[src/rtl/out_port_arbiter_pkg.sv]
// Shared constants for the output-port arbiter: default sizing and FSM encodings.
// Imported by the interface, the picker and the arbiter top.
package out_port_arbiter_pkg;

    localparam int PORT_NUB_TOTAL  = 16;
    localparam int PRIORITY        = 8;
    localparam int DATA_LENGTH_MAX = 512;
    localparam int TIMEOUT_CYCLES  = 1023;

    localparam logic [1:0] ST_IDLE  = 2'd0;
    localparam logic [1:0] ST_ARB   = 2'd1;
    localparam logic [1:0] ST_GRANT = 2'd2;
    localparam logic [1:0] ST_GAP   = 2'd3;

endpackage

[src/rtl/out_port_arbiter_if.sv]
// Request/grant bundle between the input modules (master) and one output-port arbiter (slave).
// Per-input fields are packed flat: input i owns [i*WP +: WP] and [i*WL +: WL].
interface out_port_arbiter_if
    import out_port_arbiter_pkg::*;
#(
    parameter int PORT_NUM = PORT_NUB_TOTAL,
    parameter int PRIO_NUM = PRIORITY,
    parameter int LEN_MAX  = DATA_LENGTH_MAX
);
    localparam int WS = $clog2(PORT_NUM);
    localparam int WP = $clog2(PRIO_NUM);
    localparam int WL = $clog2(LEN_MAX);

    logic [PORT_NUM-1:0]    req;
    logic [PORT_NUM*WP-1:0] req_prio;
    logic [PORT_NUM*WL-1:0] req_len;
    logic [PORT_NUM-1:0]    in_vld;
    logic [PORT_NUM-1:0]    grant;
    logic [WS-1:0]          grant_id;
    logic                   busy;
    logic                   pkt_done;
    logic                   timeout_err;

    modport master (
        output req, req_prio, req_len, in_vld,
        input  grant, grant_id, busy, pkt_done, timeout_err
    );

    modport slave (
        input  req, req_prio, req_len, in_vld,
        output grant, grant_id, busy, pkt_done, timeout_err
    );

endinterface

[src/rtl/out_port_arbiter_rr_prio_pick.sv]
// Combinational winner selection: highest priority among active requests,
// ties broken by the first active index at or after rr_ptr (wrapping).
module rr_prio_pick
    import out_port_arbiter_pkg::*;
#(
    parameter int PORT_NUM = PORT_NUB_TOTAL,
    parameter int WS       = $clog2(PORT_NUM),
    parameter int WP       = $clog2(PRIORITY)
) (
    input  logic [PORT_NUM-1:0]    req,
    input  logic [PORT_NUM*WP-1:0] req_prio,
    input  logic [WS-1:0]          rr_ptr,
    output logic                   win_vld,
    output logic [WS-1:0]          win_id
);

    logic [WP-1:0] prio_a [PORT_NUM];
    logic [WP-1:0] top_prio;
    logic [WS:0]   scan;
    logic          found;

    // NOTE: every variable gets a default at the top of always_comb, so no path can infer a latch.
    always_comb begin
        win_vld  = |req;
        win_id   = '0;
        top_prio = '0;
        found    = 1'b0;
        scan     = '0;

        for (int i = 0; i < PORT_NUM; i++) begin
            prio_a[i] = req_prio[i*WP +: WP];
        end

        for (int i = 0; i < PORT_NUM; i++) begin
            if (req[i] && prio_a[i] > top_prio) begin
                top_prio = prio_a[i];
            end
        end

        // Walk the ring starting at rr_ptr; the first candidate at top priority wins.
        for (int k = 0; k < PORT_NUM; k++) begin
            scan = {1'b0, rr_ptr} + (WS+1)'(k);
            if (scan >= (WS+1)'(PORT_NUM)) begin
                scan = scan - (WS+1)'(PORT_NUM);
            end
            if (!found && req[scan[WS-1:0]] && prio_a[scan[WS-1:0]] == top_prio) begin
                found  = 1'b1;
                win_id = scan[WS-1:0];
            end
        end
    end

endmodule

[src/rtl/out_port_arbiter.sv]
// Output-port arbiter: IDLE -> ARB -> GRANT -> GAP tenure FSM with beat counter and
// idle watchdog; holds one grant until the packet completes or the watchdog fires.
module out_port_arbiter
    import out_port_arbiter_pkg::*;
#(
    parameter int PORT_NUM = PORT_NUB_TOTAL,
    parameter int PRIO_NUM = PRIORITY,
    parameter int LEN_MAX  = DATA_LENGTH_MAX,
    parameter int TIMEOUT  = TIMEOUT_CYCLES
) (
    input logic               clk,
    input logic               rst_n,
    out_port_arbiter_if.slave bus
);

    localparam int WS = $clog2(PORT_NUM);
    localparam int WP = $clog2(PRIO_NUM);
    localparam int WL = $clog2(LEN_MAX);
    localparam int WW = $clog2(TIMEOUT + 1);

    logic [1:0]    state;
    logic [WS-1:0] rr_ptr;
    logic [WS-1:0] grant_id_q;
    logic [WL:0]   beat_cnt;
    logic [WW-1:0] wdog;

    logic          win_vld;
    logic [WS-1:0] win_id;
    logic [WL-1:0] len_a [PORT_NUM];
    logic [WL:0]   len_load;
    logic [WS-1:0] rr_next;
    logic          beat;
    logic          last_beat;
    logic          expire;

    rr_prio_pick #(
        .PORT_NUM (PORT_NUM),
        .WS       (WS),
        .WP       (WP)
    ) u_pick (
        .req      (bus.req),
        .req_prio (bus.req_prio),
        .rr_ptr   (rr_ptr),
        .win_vld  (win_vld),
        .win_id   (win_id)
    );

    always_comb begin
        for (int i = 0; i < PORT_NUM; i++) begin
            len_a[i] = bus.req_len[i*WL +: WL];
        end
        // A zero-length request still occupies one beat.
        len_load  = (len_a[win_id] == '0) ? (WL+1)'(1) : {1'b0, len_a[win_id]};
        rr_next   = (grant_id_q == WS'(PORT_NUM - 1)) ? '0 : grant_id_q + 1'b1;
        beat      = (state == ST_GRANT) && bus.in_vld[grant_id_q];
        last_beat = beat && (beat_cnt == (WL+1)'(1));
        expire    = (state == ST_GRANT) && !beat && (wdog == WW'(TIMEOUT - 1));
    end

    // NOTE: reset is sampled on the clock edge and all state uses non-blocking assignments.
    always_ff @(posedge clk) begin
        if (!rst_n) begin
            state      <= ST_IDLE;
            rr_ptr     <= '0;
            grant_id_q <= '0;
            beat_cnt   <= '0;
            wdog       <= '0;
        end else begin
            case (state)
                ST_IDLE: begin
                    if (|bus.req) state <= ST_ARB;
                end
                ST_ARB: begin
                    if (win_vld) begin
                        grant_id_q <= win_id;
                        beat_cnt   <= len_load;
                        wdog       <= '0;
                        state      <= ST_GRANT;
                    end else begin
                        state <= ST_IDLE;
                    end
                end
                ST_GRANT: begin
                    if (beat) begin
                        beat_cnt <= beat_cnt - 1'b1;
                        wdog     <= '0;
                    end else if (wdog != WW'(TIMEOUT)) begin
                        wdog <= wdog + 1'b1;
                    end
                    if (last_beat || expire) begin
                        rr_ptr <= rr_next;
                        state  <= ST_GAP;
                    end
                end
                default: begin
                    state <= (|bus.req) ? ST_ARB : ST_IDLE;
                end
            endcase
        end
    end

    assign bus.busy        = (state == ST_GRANT);
    assign bus.grant       = bus.busy ? (PORT_NUM'(1) << grant_id_q) : '0;
    assign bus.grant_id    = grant_id_q;
    assign bus.pkt_done    = last_beat;
    assign bus.timeout_err = expire;

endmodule
[src/flat_wrapper.sv]
// flat-port wrapper written by rule: the top's interface ports become plain ports
module out_port_arbiter_flat import out_port_arbiter_pkg::*;
#(
    parameter int PORT_NUM = PORT_NUB_TOTAL,
    parameter int PRIO_NUM = PRIORITY,
    parameter int LEN_MAX  = DATA_LENGTH_MAX,
    parameter int TIMEOUT  = TIMEOUT_CYCLES
)
  (clk, rst_n, bus_req, bus_req_prio, bus_req_len, bus_in_vld, bus_grant, bus_grant_id, bus_busy, bus_pkt_done, bus_timeout_err);
  out_port_arbiter_if #(.PORT_NUM(PORT_NUM), .PRIO_NUM(PRIO_NUM), .LEN_MAX(LEN_MAX)) bus_i ();
  input logic clk;
  input logic rst_n;
  input wire logic [$bits(bus_i.req)-1:0] bus_req;
  input wire logic [$bits(bus_i.req_prio)-1:0] bus_req_prio;
  input wire logic [$bits(bus_i.req_len)-1:0] bus_req_len;
  input wire logic [$bits(bus_i.in_vld)-1:0] bus_in_vld;
  output wire logic [$bits(bus_i.grant)-1:0] bus_grant;
  output wire logic [$bits(bus_i.grant_id)-1:0] bus_grant_id;
  output wire logic [$bits(bus_i.busy)-1:0] bus_busy;
  output wire logic [$bits(bus_i.pkt_done)-1:0] bus_pkt_done;
  output wire logic [$bits(bus_i.timeout_err)-1:0] bus_timeout_err;
  assign bus_i.req = bus_req;
  assign bus_i.req_prio = bus_req_prio;
  assign bus_i.req_len = bus_req_len;
  assign bus_i.in_vld = bus_in_vld;
  assign bus_grant = bus_i.grant;
  assign bus_grant_id = bus_i.grant_id;
  assign bus_busy = bus_i.busy;
  assign bus_pkt_done = bus_i.pkt_done;
  assign bus_timeout_err = bus_i.timeout_err;
  out_port_arbiter #(.PORT_NUM(PORT_NUM), .PRIO_NUM(PRIO_NUM), .LEN_MAX(LEN_MAX), .TIMEOUT(TIMEOUT)) u_core (.clk(clk), .rst_n(rst_n), .bus(bus_i));
endmodule
[config.mk]
export PLATFORM = sky130hd
export DESIGN_NAME = out_port_arbiter_flat
export DESIGN_NICKNAME = d
export VERILOG_FILES = /design/src/rtl/out_port_arbiter_pkg.sv /design/src/rtl/out_port_arbiter_if.sv /design/src/rtl/out_port_arbiter_rr_prio_pick.sv /design/src/rtl/out_port_arbiter.sv /design/src/flat_wrapper.sv
export SDC_FILE = /design/constraint.sdc
export NUM_CORES = 1
export LEC_CHECK = 0
export ABC_AREA = 1
export BUFFER_PORTS_ARGS = -buffer_cell sky130_fd_sc_hd__buf_4
export CAP_MARGIN = 20
export CORE_UTILIZATION = 56
export CTS_CLUSTER_SIZE = 20
export DETAILED_ROUTE_END_ITERATION = 10
export PLACE_DENSITY = 0.93
export SLEW_MARGIN = 40
export SYNTH_ARGS = -nofsm -noshare
export SYNTH_HDL_FRONTEND = slang
export SYNTH_SLANG_ARGS = --single-unit
[constraint.sdc]
create_clock -name clk -period 24.3 [get_ports clk]
set_clock_uncertainty 0.15 [all_clocks]
set_input_delay 1.215 -clock clk [delete_from_list [all_inputs] [get_ports clk]]
set_output_delay 1.215 -clock clk [all_outputs]
set_load 0.01 [all_outputs]
## Word-level counts from Yosys, hierarchy flattened

Cells that the tools add are included.

| word-level totals | value |
|---|---|
| ROM bits | 0 |
| latch bits | 0 |
| bits in writable memories | 0 |
| memories | 0 |
| register bits | 30 |
| output and inout bits | 23 |
| input bits | 226 |
| logic and storage cells | 390 |

| cells by class | value |
|---|---|
| multipliers | 0 |
| eq/ne operators | 27 |
| divide/modulo/power cells | 0 |
| multiplexer cells | 163 |
| $lt $le $gt $ge | 66 |
| reductions and logical operators | 77 |
| bitwise operators | 17 |
| add/sub/neg operators | 34 |
| shift operators | 1 |

Operator list:

| kind | count |
|---|---|
| $bmux 3 s4 | 16 |
| $ge 5x5->1 const B | 32 |
| $mux 3 | 48 |
| $mux 4 | 33 |
| $lt 4x5->1 const B | 17 |
| $not 4->5 | 17 |
| $bmux 1 s4 | 17 |
| $sub 4x1->4 const B | 16 |
| $logic_and 1x1->1 | 51 |
| $mux 10 | 5 |
| $eq 3x3->1 | 16 |
| $gt 3x3->1 | 15 |
| $add 4x4->5 const B | 8 |
| $pmux 10 s2 | 2 |
| $bmux 9 s4 | 1 |
| $mux 1 | 33 |
| $mux 9 | 3 |
| $add 4x3->5 const B | 4 |
| $logic_not 1->1 | 16 |
| $mux 16 | 1 |
| $reduce_or 16->1 | 1 |
| $shl 1x4->16 const A | 1 |
| $add 10x1->10 const B | 1 |
| $add 4x2->5 const B | 2 |
| other kinds (21) | 29 |

## Logic depth before layout (Yosys ltp)

| depth | value |
|---|---|
| word-level depth | 119 |
| depth in mapped cells | 151 |
| gate-level depth less buffers | 149 |

## Hierarchy

Synthesis repeated with hierarchy kept, for this count alone.

| unflattened totals | value |
|---|---|
| cells, all modules | 1817 |
| area, all modules | 9914.5 um^2 |

By module, submodules not included:

| module | times used | cells each | area an instance (um^2) |
|---|---|---|---|
| rr_prio_pick | 1 | 1114 | 6184.7 |
| out_port_arbiter | 1 | 703 | 3729.8 |

## Least setup slack after synthesis

No wires, ideal clock.

| path | value |
|---|---|
| kind | input-to-reg |
| start | in bus_req_prio[1] |
| end | reg u_core.beat_cnt[0] |
| setup slack | 5.591 ns |
| library setup time | 0.113 ns |
| cell stages on the path | 132 |
| arrival time | 18.446 ns |
| path buffers | 3 |
| cells stage by stage | inv_1 nand3_1 nand2_1 nor2_1 inv_1 ha_1 nand3_1 nand2_1 inv_2 nand2_4 o21ai_0 ha_1 o21ai_0 nand3_1 nand3_2 nand2_2 o21a_1 ha_1 [... 96 more ...] nand2_1 nand2_1 nor2_1 nand3_2 nand2_4 buf_6 buf_2 nand2_1 nand2_1 nand2_1 nand3_1 nand3_1 nand2_1 nor2_1 nand3_1 nand2_1 nand2_1 nand2_1 |

| on the way | value |
|---|---|
| longest elaborated chain between the ends | 119 |

RTL lines:

| what | RTL line | RTL |
|---|---|---|
| start: declaration | flat_wrapper.sv:14 | `input wire logic [$bits(bus_i.req_prio)-1:0] bus_req_prio;` |
| $gt 3x1->1 | out_port_arbiter_rr_prio_pick.sv:35 | `if (req[i] && prio_a[i] > top_prio) begin` |
| $logic_and 1x1->1 | out_port_arbiter_rr_prio_pick.sv:35 |  |
| $mux 3 | out_port_arbiter_rr_prio_pick.sv:35 |  |
| $gt 3x3->1 | out_port_arbiter_rr_prio_pick.sv:35 |  |
| $logic_and 1x1->1 | out_port_arbiter_rr_prio_pick.sv:35 |  |
| $mux 3 | out_port_arbiter_rr_prio_pick.sv:35 |  |
| $gt 3x3->1 | out_port_arbiter_rr_prio_pick.sv:35 |  |
| $logic_and 1x1->1 | out_port_arbiter_rr_prio_pick.sv:35 |  |
| [... 102 more ...] | - |  |
| $mux 4 (*) | out_port_arbiter_rr_prio_pick.sv:46 | `if (!found && req[scan[WS-1:0]] && prio_a[scan[WS-1:0]] == top_prio) begin` |
| $not 4->5 (not written as such) (*) | out_port_arbiter.sv:53 | `len_load = (len_a[win_id] == '0) ? (WL+1)'(1) : {1'b0, len_a[win_id]};` |
| $bmux 9 s4 (*) | out_port_arbiter.sv:53 |  |
| $mux 9 (not written as such) (*) (2 in a row) | out_port_arbiter.sv:53 |  |
| $logic_not 9->1 | out_port_arbiter.sv:53 |  |
| $mux 9 (*) | out_port_arbiter.sv:53 |  |
| $mux 10 (*) | out_port_arbiter.sv:74 | `if (win_vld) begin` |
| $pmux 10 s2 (*) | out_port_arbiter.sv:69 | `case (state)` |
| end signal: assignment | out_port_arbiter.sv:76 | `beat_cnt <= len_load;` |
| end signal: assignment | out_port_arbiter.sv:85 | `beat_cnt <= beat_cnt - 1'b1;` |
| end: declaration | out_port_arbiter.sv:24 | `logic [WL:0] beat_cnt;` |

Every way passes the cells marked *; elsewhere a longest branch is shown, timed or not. The select of a mux whose other input is x is not followed.
A chain may end at the register's enable or synchronous reset.

## Worst setup path after layout

Ends and elaborated chain as after synthesis.

==> impl_metrics.tcl <==
set metrics [dict create \
    cp.depth 134 \
    die-area_um2 17930 \
    holdBufCountCts 0 \
    design_area_um2 11780 \
    endpoint_kind "flip-flop" \
    async_reset_ff_share_pct 0 \
    finalCriticalPeriod_ps 22110 \
    dr.first_iter.drc_count 1422 \
    worst_pin_slew_ps 888.2 \
    mostFrequentLayoutCells "501 x nand2_1, 261 x buf_4, 218 x nand3_1, 214 x inv_1, 178 x o21ai_0" \
    arrival_ps 22170 \
    p_leak_nw 6.302 \
    placed_area_um2 11630 \
    setup_slack_ps 2193 \
    cpLargestDelayFamily "simple AND/OR/NAND/NOR gates" \
    clock_sinks 30 \
    port_buffers 248 \
    rows 47 \
    timing.critical_path.from "bus_req_prio[1]" \
    htree_levels 2 \
    grt.overflow.total 0 \
    core_region_area_um2 16760 \
    setup_viol 0 \
    slew_headroom_pct 40.39 \
    synth_ff_type "dfxtp_1" \
    layout_commonest_cell "nand2_1" \
    syn_inst 1799 \
    fmax_mhz 45.23 \
    r2r-end "u_core.beat_cnt[0]$_SDFFE_PN0P_" \
    peakVddDrop_v 0.0001065 \
    use_met1_pct 51.00 \
    cp-endpoint "u_core.beat_cnt[0]$_SDFFE_PN0P_" \
    vias 12940 \
    postCtsSetupBuffers 0 \
    power.density_nw_per_um2 108.7 \
    synth_edf_count 0 \
    place_hpwl_mm 28.11 \
    clock_latency_ps 270 \
    min_path_type "flip-flop to flip-flop" \
    wl_per_cell_um 15.71 \
    syn-cell-area_um2 9741 \
    cts.path.max_buffers 2 \
    use_met3_pct 6.765 \
    period_share_pct 90.98 \
    dp.cells 2204 \
    ant_nets 0 \
    final_hold_viol_count 0 \
    finalSetupTns_ps 0 \
    grt_use_met2_pct 61.05 \
    critPathLaunchType "input pin" \
    clk_pin_slew_ps 50 \
    syn_nets 2063 \
    slowest_stage "nand2_4" \
    synth.distinct_cells 52 \
    worst-path-max-fanout 76 \
    drt_wl_total_mm 34.76 \
    fin_nets 2255 \
    numCtsBuffers 5 \
    dr.pass1.iters 7 \
    rsz0062_at_grt "false" \
    r2r_cells 29 \
    maxSlewViolCount 0 \
    max_stage_delay_ps 830 \
    cts_repair_resize_count 0 \
    die_h_um 133.9 \
    top_usage_layer "met2" \
    max_cap_violations 0 \
    r2r-start "u_core.rr_ptr[2]$_SDFFE_PN0P_" \
    die_x_um 133.9 \
    reg2reg_slack_ps 16370 \
    initial_core_util_pct 58.12 \
    utilization_pct 70.29 \
    gp_congestion 1.045 \
    antenna_cells 0 \
    required_ps 24370 \
    ys_warn_count 0 \
    grt_start_max_net_pins 77 \
    root_buffer "clkbuf_16" \
    track_usage_pct 37.67 \
    viasPerCell 5.850 \
    critPathBufInv 19 \
    instances_no_fill 2212 \
    synth_area_per_cell_um2 5.414 \
    fin_hold_ws_ps 340.7 \
    power.total_mw 1.280 \
    dp_slack_ps 2264 \
    io_pins 249 \
    drive_gt1_share_pct 19.93 \
    status "completed" \
    cts_tree "yes" \
    yosysSeqAreaShare_pct 6.166 \
    synth-seq-cells 30 \
    crit_type "input pin to flip-flop" \
    grt_pass1_vias 11490 \
    crit_top_cell "nand2_1" \
    grt_antenna_before_repair 0 \
    syn_to_final_growth_pct 20.95 \
    drc_errors 0 \
    grt_pass1_wl_mm 55.73 \
]
cell type report:
cell class / instances / area, µm²
inverter: 232 / 870.8
timing repair buffer: 261 / 1959
multi-input combinational: 1461 / 7920
clock inverter: 2 / 12.51
tap: 220 / 275.3
fill: 1526 / 4979
clock buffer: 6 / 138.9
sequential: 30 / 604.3
per-layer routing:
metal  vias up  part of all wire, %
met3        92                   11
met4         0                  2.7
li1       6294                    -
met5         -                    0
met2       791                   45
met1      5763                   41
Yosys cell counts, types with 3 or more instances:
master     count  area share [%]
mux2i_1       98              10
nand2_4        4            0.46
inv_2          8            0.31
ha_1          38             4.9
clkbuf_1      44             1.7
nor2_1       117             4.5
nand3_1      218              11
nand3_2       16             1.6
o211ai_1       6            0.46
nor4_1         3            0.19
a21oi_1       58             3.0
o2111ai_1      4            0.36
nor2_2         6            0.39
nor3_2         3            0.31
nand2_1      501              19
xor2_1        23             2.1
dfxtp_1       30             6.2
nor2_4         3            0.35
nor3b_1        5            0.39
o21a_1         9            0.69
o21bai_1       3            0.23
buf_1          8            0.31
buf_6          6            0.69
o22ai_1       11            0.71
o21ai_1        5            0.26
or2_2         39             2.5
xnor2_1        9            0.81
nand2_2       38             2.4
o21ai_0      178             9.1
clkinv_1       9            0.35
a211oi_1       6            0.46
buf_2         16            0.82
inv_1        215             8.3
nor3_1        21             1.1
nand4_1       16             1.0
cells by family (layout without fill, tap and decap cells):
family,after synthesis,after routing,share of synthesized area (%)
flip-flops,30,30,6.166
XOR/XNOR,32,32,2.877
AND/OR/NAND/NOR,997,997,46.69
buffers and inverters,308,501,12.61
multiplexers,99,99,10.19
AO/OA/AOI/OAI,295,295,16.58
adder cells (fa/ha/maj),38,38,4.881
state kept, by name (all words and copies together) (netlist names):
signal,flops
u_core.state,2
u_core.beat_cnt,10
u_core.wdog,10
u_core.rr_ptr,4
u_core.bus.grant_id,4
worst min path at each step:
stage	start	slack, ps	to	cells past startpoint
3_5_place_dp	u_core.wdog[4]$_SDFFE_PN0P_	330	u_core.wdog[4]$_SDFFE_PN0P_	2
2_1_floorplan	u_core.beat_cnt[9]$_SDFFE_PN0P_	280	u_core.beat_cnt[9]$_SDFFE_PN0P_	1
6_report	u_core.beat_cnt[9]$_SDFFE_PN0P_	340	u_core.beat_cnt[9]$_SDFFE_PN0P_	1
3_3_place_gp	u_core.beat_cnt[9]$_SDFFE_PN0P_	310	u_core.beat_cnt[9]$_SDFFE_PN0P_	1
5_1_grt	u_core.beat_cnt[9]$_SDFFE_PN0P_	360	u_core.beat_cnt[9]$_SDFFE_PN0P_	1
4_1_cts	u_core.beat_cnt[9]$_SDFFE_PN0P_	340	u_core.beat_cnt[9]$_SDFFE_PN0P_	1
power by group:
part	internal (mW)	total, mW	switching [mW]	leakage (nW)
Clock	0.0405	0.0625	0.0221	0.0729
Sequential	0.0595	0.0760	0.0165	0.245
Combinational	0.371	1.14	0.771	5.98
Power figures use the tool's default switching activity.
